`config.mk`:
```
export PLATFORM = sky130hd
export DESIGN_NAME = matriz_loader5x5
export DESIGN_NICKNAME = d
export VERILOG_FILES = /design/src/rtl/det5_pkg.sv /design/src/rtl/matriz_loader5x5.sv
export SDC_FILE = /design/constraint.sdc
export NUM_CORES = 1
export LEC_CHECK = 0
export ABC_AREA = 1
export CORE_ASPECT_RATIO = 0.8
export CORE_MARGIN = 4
export CORE_UTILIZATION = 40
export DETAILED_ROUTE_END_ITERATION = 10
export GPL_ROUTABILITY_DRIVEN = 0
export PLACE_DENSITY_LB_ADDON = 0.2
export SETUP_SLACK_MARGIN = 0.5
export SLEW_MARGIN = 25
export SYNTH_ARGS = -nofsm -noshare
export SYNTH_HDL_FRONTEND = slang
export SYNTH_SLANG_ARGS = --single-unit
```
`constraint.sdc`:
```
create_clock -name clk -period 11.3 [get_ports clk]
set_input_delay 1.13 -clock clk [delete_from_list [all_inputs] [get_ports clk]]
set_output_delay 1.13 -clock clk [all_outputs]
set_load 0.01 [all_outputs]
```
`src/rtl/det5_pkg.sv`:
```
// det5_pkg: shared sizing and FSM encoding for the 5x5 matrix loader and determinant stage.
package det5_pkg;
  localparam int W = 8;
  localparam int N = 5;
  localparam int MAT_W = N * N * W;
  typedef enum logic [1:0] {LOAD, RUN, RESULT, GAP} state_t;
endpackage

```
`src/rtl/matriz_loader5x5.sv`:
```
// matriz_loader5x5: loads an NxN matrix row-major, runs the determinant stage, holds its result until acked.
module matriz_loader5x5 #(
  parameter int W = 8,
  parameter int N = 5,
  parameter int TIMEOUT = 1023
) (
  input  logic             clk,
  input  logic             rst,
  input  logic [W-1:0]     in_data,
  input  logic             in_valid,
  output logic             in_ready,
  output logic [N*N*W-1:0] matriz_A,
  output logic             start,
  input  logic             done,
  input  logic [W-1:0]     det,
  output logic [W-1:0]     res_det,
  output logic             res_valid,
  input  logic             res_ack,
  output logic             err,
  output logic             busy
);
  import det5_pkg::*;
  localparam int NN = N * N;
  localparam int IW = $clog2(NN);
  state_t state;
  logic [IW-1:0] idx;
  logic [31:0] cnt;
  logic expired;
  assign in_ready = state == LOAD;
  assign busy = state != LOAD;
  assign expired = cnt == 32'(TIMEOUT - 1);
  always_ff @(posedge clk or posedge rst)
    if (rst) begin
      state <= LOAD;
      idx <= '0;
      cnt <= '0;
      matriz_A <= '0;
      start <= 1'b0;
      res_det <= '0;
      res_valid <= 1'b0;
      err <= 1'b0;
    end else begin
      case (state)
        LOAD: if (in_valid) begin
          matriz_A[int'(idx) * W +: W] <= in_data;
          idx <= idx == IW'(NN - 1) ? '0 : idx + IW'(1);
          if (idx == IW'(NN - 1)) begin
            cnt <= '0;
            start <= 1'b1;
            state <= RUN;
          end
        end
        // done takes priority over an expiring counter on the same cycle
        RUN: if (done || expired) begin
          res_det <= done ? det : '0;
          err <= !done;
          res_valid <= 1'b1;
          start <= 1'b0;
          state <= RESULT;
        end else cnt <= cnt + 32'd1;
        RESULT: if (res_ack) begin
          res_valid <= 1'b0;
          state <= GAP;
        end
        default: state <= LOAD;
      endcase
    end
endmodule
```
After elaboration in Yosys (flattened, before gate mapping)
Index checks and enable logic that the tools add are counted.
- add/sub/neg operators: 3
- equality and inequality tests: 9
- shifts and indexed selects: 2
- multiplexer cells: 19
- reductions and logical operators: 12
- operator list (kind ; number):
    $bwmux W200 ; 1
    $shift A8 B33 Y200 const A ; 1
    $shiftx A8 B33 Y200 ; 1
    $mux W32 ; 3
    $pmux W32 S2 ; 1
    $neg A8 Y33 ; 1
    $add A32 B1 Y32 const B ; 1
    $eq A32 B10 Y1 const B ; 1
    $reduce_and A4 Y1 ; 3
    $mux W2 ; 4
    $mux W8 ; 1
    $ne A2 B2 Y1 const B ; 4
    $pmux W2 S3 ; 1
    $reduce_bool A2 Y1 ; 3
    $add A5 B1 Y5 const B ; 1
    $eq A5 B5 Y1 const B ; 1
    $mux W1 ; 5
    $mux W5 ; 1
    $pmux W1 S2 ; 2
    $reduce_and A2 Y1 ; 2
    $reduce_and A3 Y1 ; 1
    $eq A2 B1 Y1 const B ; 1
    $eq A2 B2 Y1 const B ; 1
    $logic_not A2 Y1 ; 1
    other kinds (3) ; 3
- register bits after elaboration: 250
- input bits: 21

Depth between registers and ports, before layout
- word-level depth: 4
- depth in mapped cells: 17

Least setup slack after synthesis
OpenSTA, ideal clock, no wires.
- path kind: reg2reg
- from: register idx[0]
- to: register matriz_A[140]
- arrival: 2.463 ns
- data required time: 11.234 ns
- setup slack: 8.771 ns
- cell stages (with the launch flop): 16
- buffers on the path: 3
- clock period less this slack: 2.529 ns
- cell sequence: dfrtp_1 buf_4 inv_2 ha_1 inv_1 nor2_1 inv_1 nor2_1 ha_1 inv_1 nand3_1 inv_1 buf_2 buf_1 nand3_1 nand2_1
- longest elaborated chain between the ends: 3
- elaborated cells on any way between the ends: 4
- those cells by class: 1 x add/sub; 2 x shift; 1 x mux
- RTL lines (element ; line ; source):
    start: declaration ; matriz_loader5x5.sv:26 ; logic [IW-1:0] idx;
    start signal: assignment ; matriz_loader5x5.sv:46 ; idx <= idx == IW'(NN - 1) ? '0 : idx + IW'(1);
    $neg A8 Y33 * ; matriz_loader5x5.sv:45 ; matriz_A[int'(idx) * W +: W] <= in_data;
    $shiftx A8 B33 Y200 / $shift A8 B33 Y200 (equally long branches) ; matriz_loader5x5.sv:45 ;
    $bwmux W200 * ; matriz_loader5x5.sv:45 ;
    end signal: indexed assignment ; matriz_loader5x5.sv:45 ;
    end: declaration ; matriz_loader5x5.sv:12 ; output logic [N*N*W-1:0] matriz_A,
Every way passes the cells marked *; elsewhere a longest branch is shown, timed or not.
A chain may end at the register's enable or synchronous reset.

Worst setup path in the final report
- from: register idx[0]
- to: register matriz_A[169]
Same word-level chain as after synthesis.

==> qor.txt <==
CTS sink count - 250
Crit path DAT - 5.18 ns
Max-slew violations - 0
CORE AREA - 30700 µm²
Vias - 12500
Period utilization - 0.421
Adder-cell share of the synthesized area - 0.00891
TritonCTS clock tree - done
Register area - 6260 µm²
Starting density of the core - 0.411
Root Buffer - clkbuf_16
FF+latch count, synth - 250
Commonest cells after routing, fill and taps aside - nand2_1 (641), dfrtp_1 (250), nor2_1 (238)
Post-synth EDFFs - 0
GRT Total Usage - 0.246
Met3 wire length - 5.04 mm
Pin count of the biggest net entering global routing - 127
Worst Path Required - 11.72 ns
Clk buf depth - 3
Post-Synth Simple-Gate Area - 0.404
Remaining DRCs - 0
Final nets - 1942
Fraction of registers with async set/reset - 1.00
Die width - 207 µm
Die height - 167 µm
Min Tclk post-route - 4.75 ns
Power Total - 3.35 mW
Most common cell after layout, fill and taps aside - nand2_1
Mux cell area share after synthesis - 0
Sequential fraction of the synthesis area - 0.495
Vias per Instance - 5.31
Flop-to-flop setup slack - 6.55 ns
Pwr/cell area - 207 nW/µm²
Post-route design area - 16200 µm²
Final Skew - 0.0108 ns
Setup_tns - 0 ns
Post-synthesis compound-gate area fraction - 0.0321
Slew of the pin with the lowest slew margin - 0.973 ns
First-pass DRT Iterations - 6
Clk slew on worst S/H paths - 0.06 ns
Outcome - finished clean
Fmax achieved - 210 MHz
Initial antenna violation count - 2
Number of buffers created by CTS - 28
Share of cells above drive strength 1 - 0.0486
Synth Area in XOR/XNOR - 0.00832
Final wirelength - 43.2 mm
Met2 Wirelength - 16.8 mm
Post-CTS Setup Inserts - 0
Worst skew pair latency - 0.54 ns
Post-synth top flop - dfrtp_1
H-tree depth - 1
Critical path startpoint category - flip-flop
RSZ-0062 raised after global routing - false
Final hold viol count - 0
Worst hold margin - 0.471 ns
Largest family of logic cells by synthesized area - simple AND/OR/NAND/NOR gates
Post-DP HPWL - 31.0 mm
# setup viols final - 0
Io pins - 234
Die area - 34500 µm²
Ys Warns - 0
GRT overflow - 0
Crit Path Category - reg -> reg
Slew margin rel. - 0.348
Lkg Pwr - 7.56 nW
Maxcap violations - 0
Site Rows - 57
First-pass GRT wire length - 67.5 mm
Port bufs - 233
Mapped Cells - 1727
Post-Syn Nets - 1757
Multi-input gate area - 5760 µm²
Placed inst area - 15200 µm²
Avg Inst Size Synth - 7.32 µm²
CP Capture Type - flip-flop
Post-DR wirelength/cell - 18.4 µm
WL met1 - 20.5 mm
Synth cell types - 31
Post-CTS Resized - 0
Uppermost routed layer - met5
DRT antenna net count - 0
Worst Path Max Fanout - 66
Fill count - 2959
Initial DRC Count - 1355
Cell area after synthesis - 12600 µm²
Vias in the first global route - 11600
Area Growth Syn to Fin - 28.0%
Maximum vdd drop - 0.139 mV
Tightest Hold Check Type - reg -> reg
Hold Buf Count CTS - 0
==> kinds of logic after synthesis <==
kind of cell | Yosys count
xor+xnor | 12
fa+ha+maj | 9
simple gates | 1214
compound gates | 79
buf+inv | 163
flops | 250
==> cell type report <==
type,count,share of cell area
flip-flops and latches,250,0.387
multi-input cells,1314,0.356
repair buffers,245,0.150
clock buffers,39,0.0509
well taps,413,0.0319
inverters,73,0.0174
clock inverters,12,0.00742
diodes,2,0.000309
==> critical path: stages, from the launching register on <==
cell and delay [ns]:
dfrtp_1 0.59, inv_2 0.24, ha_1 0.24, inv_1 0.06, nor2_1 0.28, inv_1 0.12
nor2_1 0.11, ha_2 0.46, buf_4 0.37, inv_2 0.08, buf_4 0.57, nand3_1 0.31
inv_1 0.11, buf_4 0.40, nand4_1 0.37, nand2_1 0.19, nand2_1 0.09
==> power breakdown <==
group,internal [mW],switching [mW],total [mW]
Combinational,0.348,0.982,1.33
Clock,0.552,0.379,0.932
Sequential,0.996,0.0925,1.09
Total,1.90,1.45,3.35
==> synth_stat cells, types with 5 or more instances <==
| cell type | number | share of area |
|---|---|---|
| xor2_1 | 5 | 0.0035 |
| nand2_1 | 643 | 0.19 |
| dfrtp_1 | 250 | 0.49 |
| ha_1 | 9 | 0.0089 |
| nor2_1 | 239 | 0.071 |
| nor2_2 | 5 | 0.0025 |
| clkbuf_1 | 52 | 0.015 |
| nor3_1 | 35 | 0.014 |
| buf_1 | 12 | 0.0036 |
| o21ai_0 | 66 | 0.026 |
| xnor2_1 | 7 | 0.0049 |
| nand4_1 | 60 | 0.030 |
| or2_2 | 10 | 0.0049 |
| nand3_1 | 212 | 0.084 |
| inv_1 | 68 | 0.020 |
| o21ai_1 | 5 | 0.0020 |
| buf_2 | 23 | 0.0091 |
==> layer usage <==
layer | vias to the layer above | global-route usage
met5 | - | 0.0114
met4 | 4 | 0.0428
met3 | 55 | 0.0688
met2 | 602 | 0.325
met1 | 5870 | 0.399
li1 | 5931 | -
==> registers in the layout (all words and copies together) (netlist names) <==
register and cells:
matriz_A 200, start 1, res_valid 1, state 2, res_det 8, idx 5, cnt 32, err 1
==> worst paths after layout <==
| check | depth (start not counted) | endpoint | from |
|---|---|---|---|
| hold / removal | 2 | matriz_A[29]$_DFFE_PP0P_ | matriz_A[29]$_DFFE_PP0P_ |
| max in group asynchronous | 4 | matriz_A[189]$_DFFE_PP0P_ | rst |
| min in group asynchronous | 2 | matriz_A[20]$_DFFE_PP0P_ | rst |
| hold reg to reg | 2 | matriz_A[29]$_DFFE_PP0P_ | matriz_A[29]$_DFFE_PP0P_ |
| setup / recovery | 16 | matriz_A[169]$_DFFE_PP0P_ | idx[0]$_DFFE_PP0P_ |
| setup reg to reg | 16 | matriz_A[169]$_DFFE_PP0P_ | idx[0]$_DFFE_PP0P_ |
==> metrics by stage <==
step	worst slack [ns]	std cells	utilization
finish	6.55	2348	0.526
global route	6.16	2346	0.526
detailed placement	6.69	2295	0.495
global placement	6.89	2295	0.495
CTS	6.63	2346	0.526
floorplan	3.30	1727	-
Power figures use the tool's default switching activity.
==> RTL edit 1, RTL diff (same settings) <==
Make the reset (`rst`) synchronous in one clocked block.
--- a/src/rtl/matriz_loader5x5.sv
+++ b/src/rtl/matriz_loader5x5.sv
@@ -29,7 +29,7 @@
   assign in_ready = state == LOAD;
   assign busy = state != LOAD;
   assign expired = cnt == 32'(TIMEOUT - 1);
-  always_ff @(posedge clk or posedge rst)
+  always_ff @(posedge clk)
     if (rst) begin
       state <= LOAD;
       idx <= '0;
Behaviour: differs if rst is asserted again (counterexample within 4 cycles, from zero or initial values and one cycle with rst high); with rst held inactive, the same outputs for 4 cycles.
==> RTL edit 1 against the original RTL <==
  * Clock power decreased by 3.2%
  * Via count increased by 7.7%
  * Die area increased by 2.1%
  * Fmax increased by 24%
  * First-iteration DRC count decreased by 15%
  * Cell area increased by 0.15%
  * Power decreased by 26%
  * Area after synthesis increased by 2.2%
  * Worst setup slack improved by 930 ps
  * Sequential power decreased by 17%
  * Routed wire length decreased by 1.1%
  * Global-route usage decreased by 1.6 points
  * Sequential cell count unchanged
  * Count of clock-buffer cells in the layout increased by 6
  * Largest power group is now sequential cells
==> RTL edit 1: results (changes against the original RTL) <==
Power
  • Peak supply drop: 107.1 uV (was 138.9 uV)
  • Switching Share: 37.60% (was 43.40%)

Layout
  • Register Area: 0.005005 sq mm (was 0.006256 sq mm)
  • Sequential cells: 250 (unchanged)
  • Layout cell share with drive strength beyond 1: 5.143% (was 4.863%)
  • Post-layout util: 51.22% (was 52.64%)
  • Post-route insts no fill: 2617 (was 2348)
  • Clock buffers: 45 (was 39)
  • Non-clk buf share: 14.72% (was 14.97%)
  • Fillers: 3202 (was 2959)
  • Non-clk invs: 214 (was 73)
  • Clk tree area frac: 5.636% (was 5.831%)
  • Non-clk bufs: 240 (was 245)
  • Multi-input combinational area share: 40.49% (was 35.57%)
  • Number of diodes: 0 (was 2)
  • Final Net Count: 2209 (was 1942)
  • #MultiIn Comb: 1445 (was 1314)

Setup path
  • CP max stage cell: ha_2 (was dfrtp_1)
  • Arrival time at the worst endpoint: 4270 ps (was 5180 ps)
  • Max stage delay on crit path: 790 ps (was 590 ps)
  • CP Max Fanout: 38 (was 66)
  • Worst setup endpoint: matriz_A[99] (was matriz_A[169])
  • Reg2reg start: idx[0] (unchanged)

Synthesis
  • Top post-synthesis cells by area: dfxtp_1 (39%), nand2_1 (15%), nor2_1 (10%) (was dfrtp_1 (49%), nand2_1 (19%), nand3_1 (8.4%))
  • Ys flop type: dfxtp_1 (was dfrtp_1)
  • Mapped Cells: 2022 (was 1727)
  • Async set-reset flop share out of synthesis: 0% (was 100.0%)
  • Mapped Nets: 2052 (was 1757)
  • Distinct cell type count after synthesis: 39 (was 31)
  • Most frequent cells after synthesis: nand2_1 (513), nor2_1 (358), dfxtp_1 (250) (was nand2_1 (643), dfrtp_1 (250), nor2_1 (239))
  • Post-synthesis sequential area ratio: 38.75% (was 49.50%)

Timing
  • Least-Margin Pin Slew: 998.2 ps (was 972.7 ps)
  • Fraction of the cycle the final worst path needs: 33.81% (was 42.08%)
  • Clock Skew: 8.832 ps (was 10.75 ps)
  • Hold Slack: 463.6 ps (was 471.3 ps)

CTS
  • Setup Buffers After CTS: 0 (unchanged)

Global route
  • Met3 track demand over resource: 3.965% (was 6.882%)
  • Met2 Usage GRT: 33.36% (was 32.48%)
  • Global-route wire length before repair: 66830 um (was 67480 um)
  • Initial antenna violation count: 0 (was 2)
  • Grt met1 use: 35.37% (was 39.91%)
  • Largest net degree at the start of global routing: 95 (was 127)
  • Vias in the first global route: 12085 (was 11591)
  • Total track usage: 22.98% (was 24.57%)

Worst hold path
  • Hold EP: res_det[6] (was matriz_A[29])

Placed design
  • Area post-placement: 0.01528 sq mm (was 0.01522 sq mm)
  • HPWL Detailed: 29710 um (was 30960 um)
  • Setup WS pre-CTS: 7547 ps (was 6686 ps)

Detailed routing
  • Routed met1 length: 20670 um (was 20550 um)
  • Vias: 13425 (was 12462)
  • Max Used Layer: met4 (was met5)
  • DR WL met3: 3455 um (was 5036 um)
  • DR WL met2: 17550 um (was 16810 um)
  • DR iter-0 viols: 1153 (was 1355)
  • WL final: 42680 um (was 43150 um)

Die
  • Die area: 0.03525 sq mm (was 0.03453 sq mm)

Outcome
  • Outcome: finished, final reports clean (unchanged)
RTL edit 1: cell types whose count changed after synthesis, moves of 119 or more:
cell     before  now
dfrtp_1     250    0
dfxtp_1       0  250
inv_1        68  201
nand2_1     643  513
a21oi_1       3  123
nor2_1      239  358
RTL edit 1: power by group through the flow:
| stage | registers [mW] | clock network [mW] | logic [mW] |
|---|---|---|---|
| 2_1_floorplan | 0.927 | 0 | 0.505 |
| 3_3_place_gp | 0.925 | 0 | 0.654 |
| 3_5_place_dp | 0.926 | 0 | 0.664 |
| 4_1_cts | 0.906 | 0.919 | 0.665 |
| 5_1_grt | 0.908 | 0.954 | 0.739 |
| 6_report | 0.907 | 0.902 | 0.676 |
RTL edit 1: kinds of logic after synthesis:
group                    synth area share, %
flip-flops                             38.75
buffers and inverters                  10.51
XOR/XNOR                              0.4747
AND/OR/NAND/NOR                        41.44
adder cells (fa/ha/maj)               0.8719
AO/OA/AOI/OAI                          7.953
==> RTL edit 2, RTL diff (config.mk and constraints unchanged) <==
Made on the original files. `N` is set to 5 in 2 places; all go to 4.
--- a/src/rtl/det5_pkg.sv
+++ b/src/rtl/det5_pkg.sv
@@ -1,7 +1,7 @@
 // det5_pkg: shared sizing and FSM encoding for the 5x5 matrix loader and determinant stage.
 package det5_pkg;
   localparam int W = 8;
-  localparam int N = 5;
+  localparam int N = 4;
   localparam int MAT_W = N * N * W;
   typedef enum logic [1:0] {LOAD, RUN, RESULT, GAP} state_t;
 endpackage
--- a/src/rtl/matriz_loader5x5.sv
+++ b/src/rtl/matriz_loader5x5.sv
@@ -1,7 +1,7 @@
 // matriz_loader5x5: loads an NxN matrix row-major, runs the determinant stage, holds its result until acked.
 module matriz_loader5x5 #(
   parameter int W = 8,
-  parameter int N = 5,
+  parameter int N = 4,
   parameter int TIMEOUT = 1023
 ) (
   input  logic             clk,
Ports: changed (resized matriz_A); port bits go from 234 to 162. The function was not compared with the original's and may differ.
==> RTL edit 2 against the original RTL <==
  * Global-route usage decreased by 5.4 points
  * Final cell count fell by 35%
  * Count of clock-buffer cells in the layout decreased by 21
  * Sequential cell count shrank 73
  * Power down 20%
  * Sequential share of layout area is 0.50 points higher
  * Via count fell by 41%
  * Routed wire length decreased by 45%
  * Synthesized cell count is 38% lower
  * Cell area shrank 30%
  * Sequential power fell by 15%
  * Area after synthesis fell by 29%
  * Worst setup slack gained 1500 ps
  * Critical path type unchanged
  * Largest cell class unchanged
==> RTL edit 2: results (changes against the original RTL) <==
Global route
  • Initial antenna violation count: 0 (was 2)
  • Total track usage: 19.17% (was 24.57%)
  • Global-route wire length before repair: 38180 um (was 67480 um)
  • Vias in the first global route: 6913 (was 11591)
  • Largest net degree at the start of global routing: 109 (was 127)

Outcome
  • Outcome: finished, final reports clean (unchanged)

Synthesis
  • Mux cell area share after synthesis: 1.379% (was 0%)
  • Top post-synthesis cells by area: dfrtp_1 (49%), nand2_1 (15%), o21ai_2 (5.1%) (was dfrtp_1 (49%), nand2_1 (19%), nand3_1 (8.4%))
  • Mean post-synth cell area: 8.434 sq um (was 7.319 sq um)
  • Mapped Nets: 1097 (was 1757)
  • Adder-cell share of the synthesized area: 1.532% (was 0.8909%)
  • Most frequent cells after synthesis: nand2_1 (355), dfrtp_1 (177), nor2_1 (111) (was nand2_1 (643), dfrtp_1 (250), nor2_1 (239))

Timing
  • Hold Slack: 474.0 ps (was 471.3 ps)
  • Clock Skew: 13.53 ps (was 10.75 ps)

CTS
  • H-tree depth: 4 (was 1)
  • Clock Path Buffers: 2 (was 3)
  • Clock Latency Late Sink: 440 ps (was 540 ps)

Detailed routing
  • WL final: 23750 um (was 43150 um)
  • DR iter-0 viols: 641 (was 1355)
  • DRT Pass-1 Iters: 5 (was 6)
  • Drt via density: 4.799 (was 5.307)

Power
  • Switching Share: 41.27% (was 43.40%)
  • Pleak: 5.040 nW (was 7.556 nW)
  • Clk pwr: 0.583 mW (was 0.932 mW)
  • Power Combinational: 1.16 mW (was 1.33 mW)
  • Power per cell area: 236.5 mW/mm^2 (was 207.1 mW/mm^2)
  • Peak supply drop: 110.8 uV (was 138.9 uV)

Layout
  • Largest regs: matriz_A (128), cnt (32), res_det (8) (was matriz_A (200), cnt (32), res_det (8))
  • Final Net Count: 1244 (was 1942)
  • Post-route insts no fill: 1525 (was 2348)
  • Number of diodes: 0 (was 2)

Setup path
  • Top delay family on crit path: buffers and inverters (unchanged)
  • CP max stage cell: inv_1 (was dfrtp_1)
  • Arrival time at the worst endpoint: 3620 ps (was 5180 ps)
  • Max stage delay on crit path: 780 ps (was 590 ps)

Placed design
  • Port Buffer Count: 161 (was 233)
  • Area post-placement: 0.01072 sq mm (was 0.01522 sq mm)
  • Setup WS pre-CTS: 7936 ps (was 6686 ps)
## RTL edit 2: cell types whose count changed in the layout (fill, tap and decap cells not counted), sizes merged, moves of 10 or more
cell           delta
o21ai            +31
nand2           -273
mux2             +11
nor3             -20
clkdlybuf4s50    -72
dfrtp            -73
a21oi            +10
nand4            -50
nand3           -138
clkbuf           -21
nor2            -122
buf              -11
inv              +25
## RTL edit 2: cells by family (layout without fill, tap and decap cells)
| family | after synthesis | after routing |
|---|---|---|
| AO/OA/AOI/OAI | 120 | 120 |
| XOR/XNOR | 14 | 14 |
| adder cells (fa/ha/maj) | 11 | 11 |
| buffers and inverters | 130 | 290 |
| flip-flops | 177 | 177 |
| multiplexers | 11 | 11 |
| AND/OR/NAND/NOR | 602 | 602 |
## RTL edit 2: path summary, 6_finish.rpt
check / startpoint / endpoint / slack [ps] / cells past startpoint
min in group asynchronous: rst / matriz_A[91] / 1220 / 2
max reg2reg: idx[0] / matriz_A[0] / 8030 / 7
max in group asynchronous: rst / matriz_A[58] / 8650 / 3
min: res_det[4] / res_det[4] / 470 / 2
max: idx[0] / matriz_A[0] / 8030 / 7
min reg2reg: res_det[4] / res_det[4] / 470 / 2
## RTL edit 2: final cells by class
cell class	count	area, sq um
flip-flops and latches	177	4429
multi-input cells	758	3925
repair buffers	162	1619
inverters	96	375.4
clock buffers	18	439.2
clock inverters	14	146.4
fillers	2071	10490
well taps	300	375.4
## RTL edit 2: routing by layer
layer / GRT usage [%] / vias up / wire length [um]
li1: - / 3689 / -
met1: 29.19 / 3395 / 12010
met2: 27.54 / 219 / 9855
met3: 5.153 / 16 / 1697
met4: 4.020 / 0 / 191
met5: 0 / - / 0
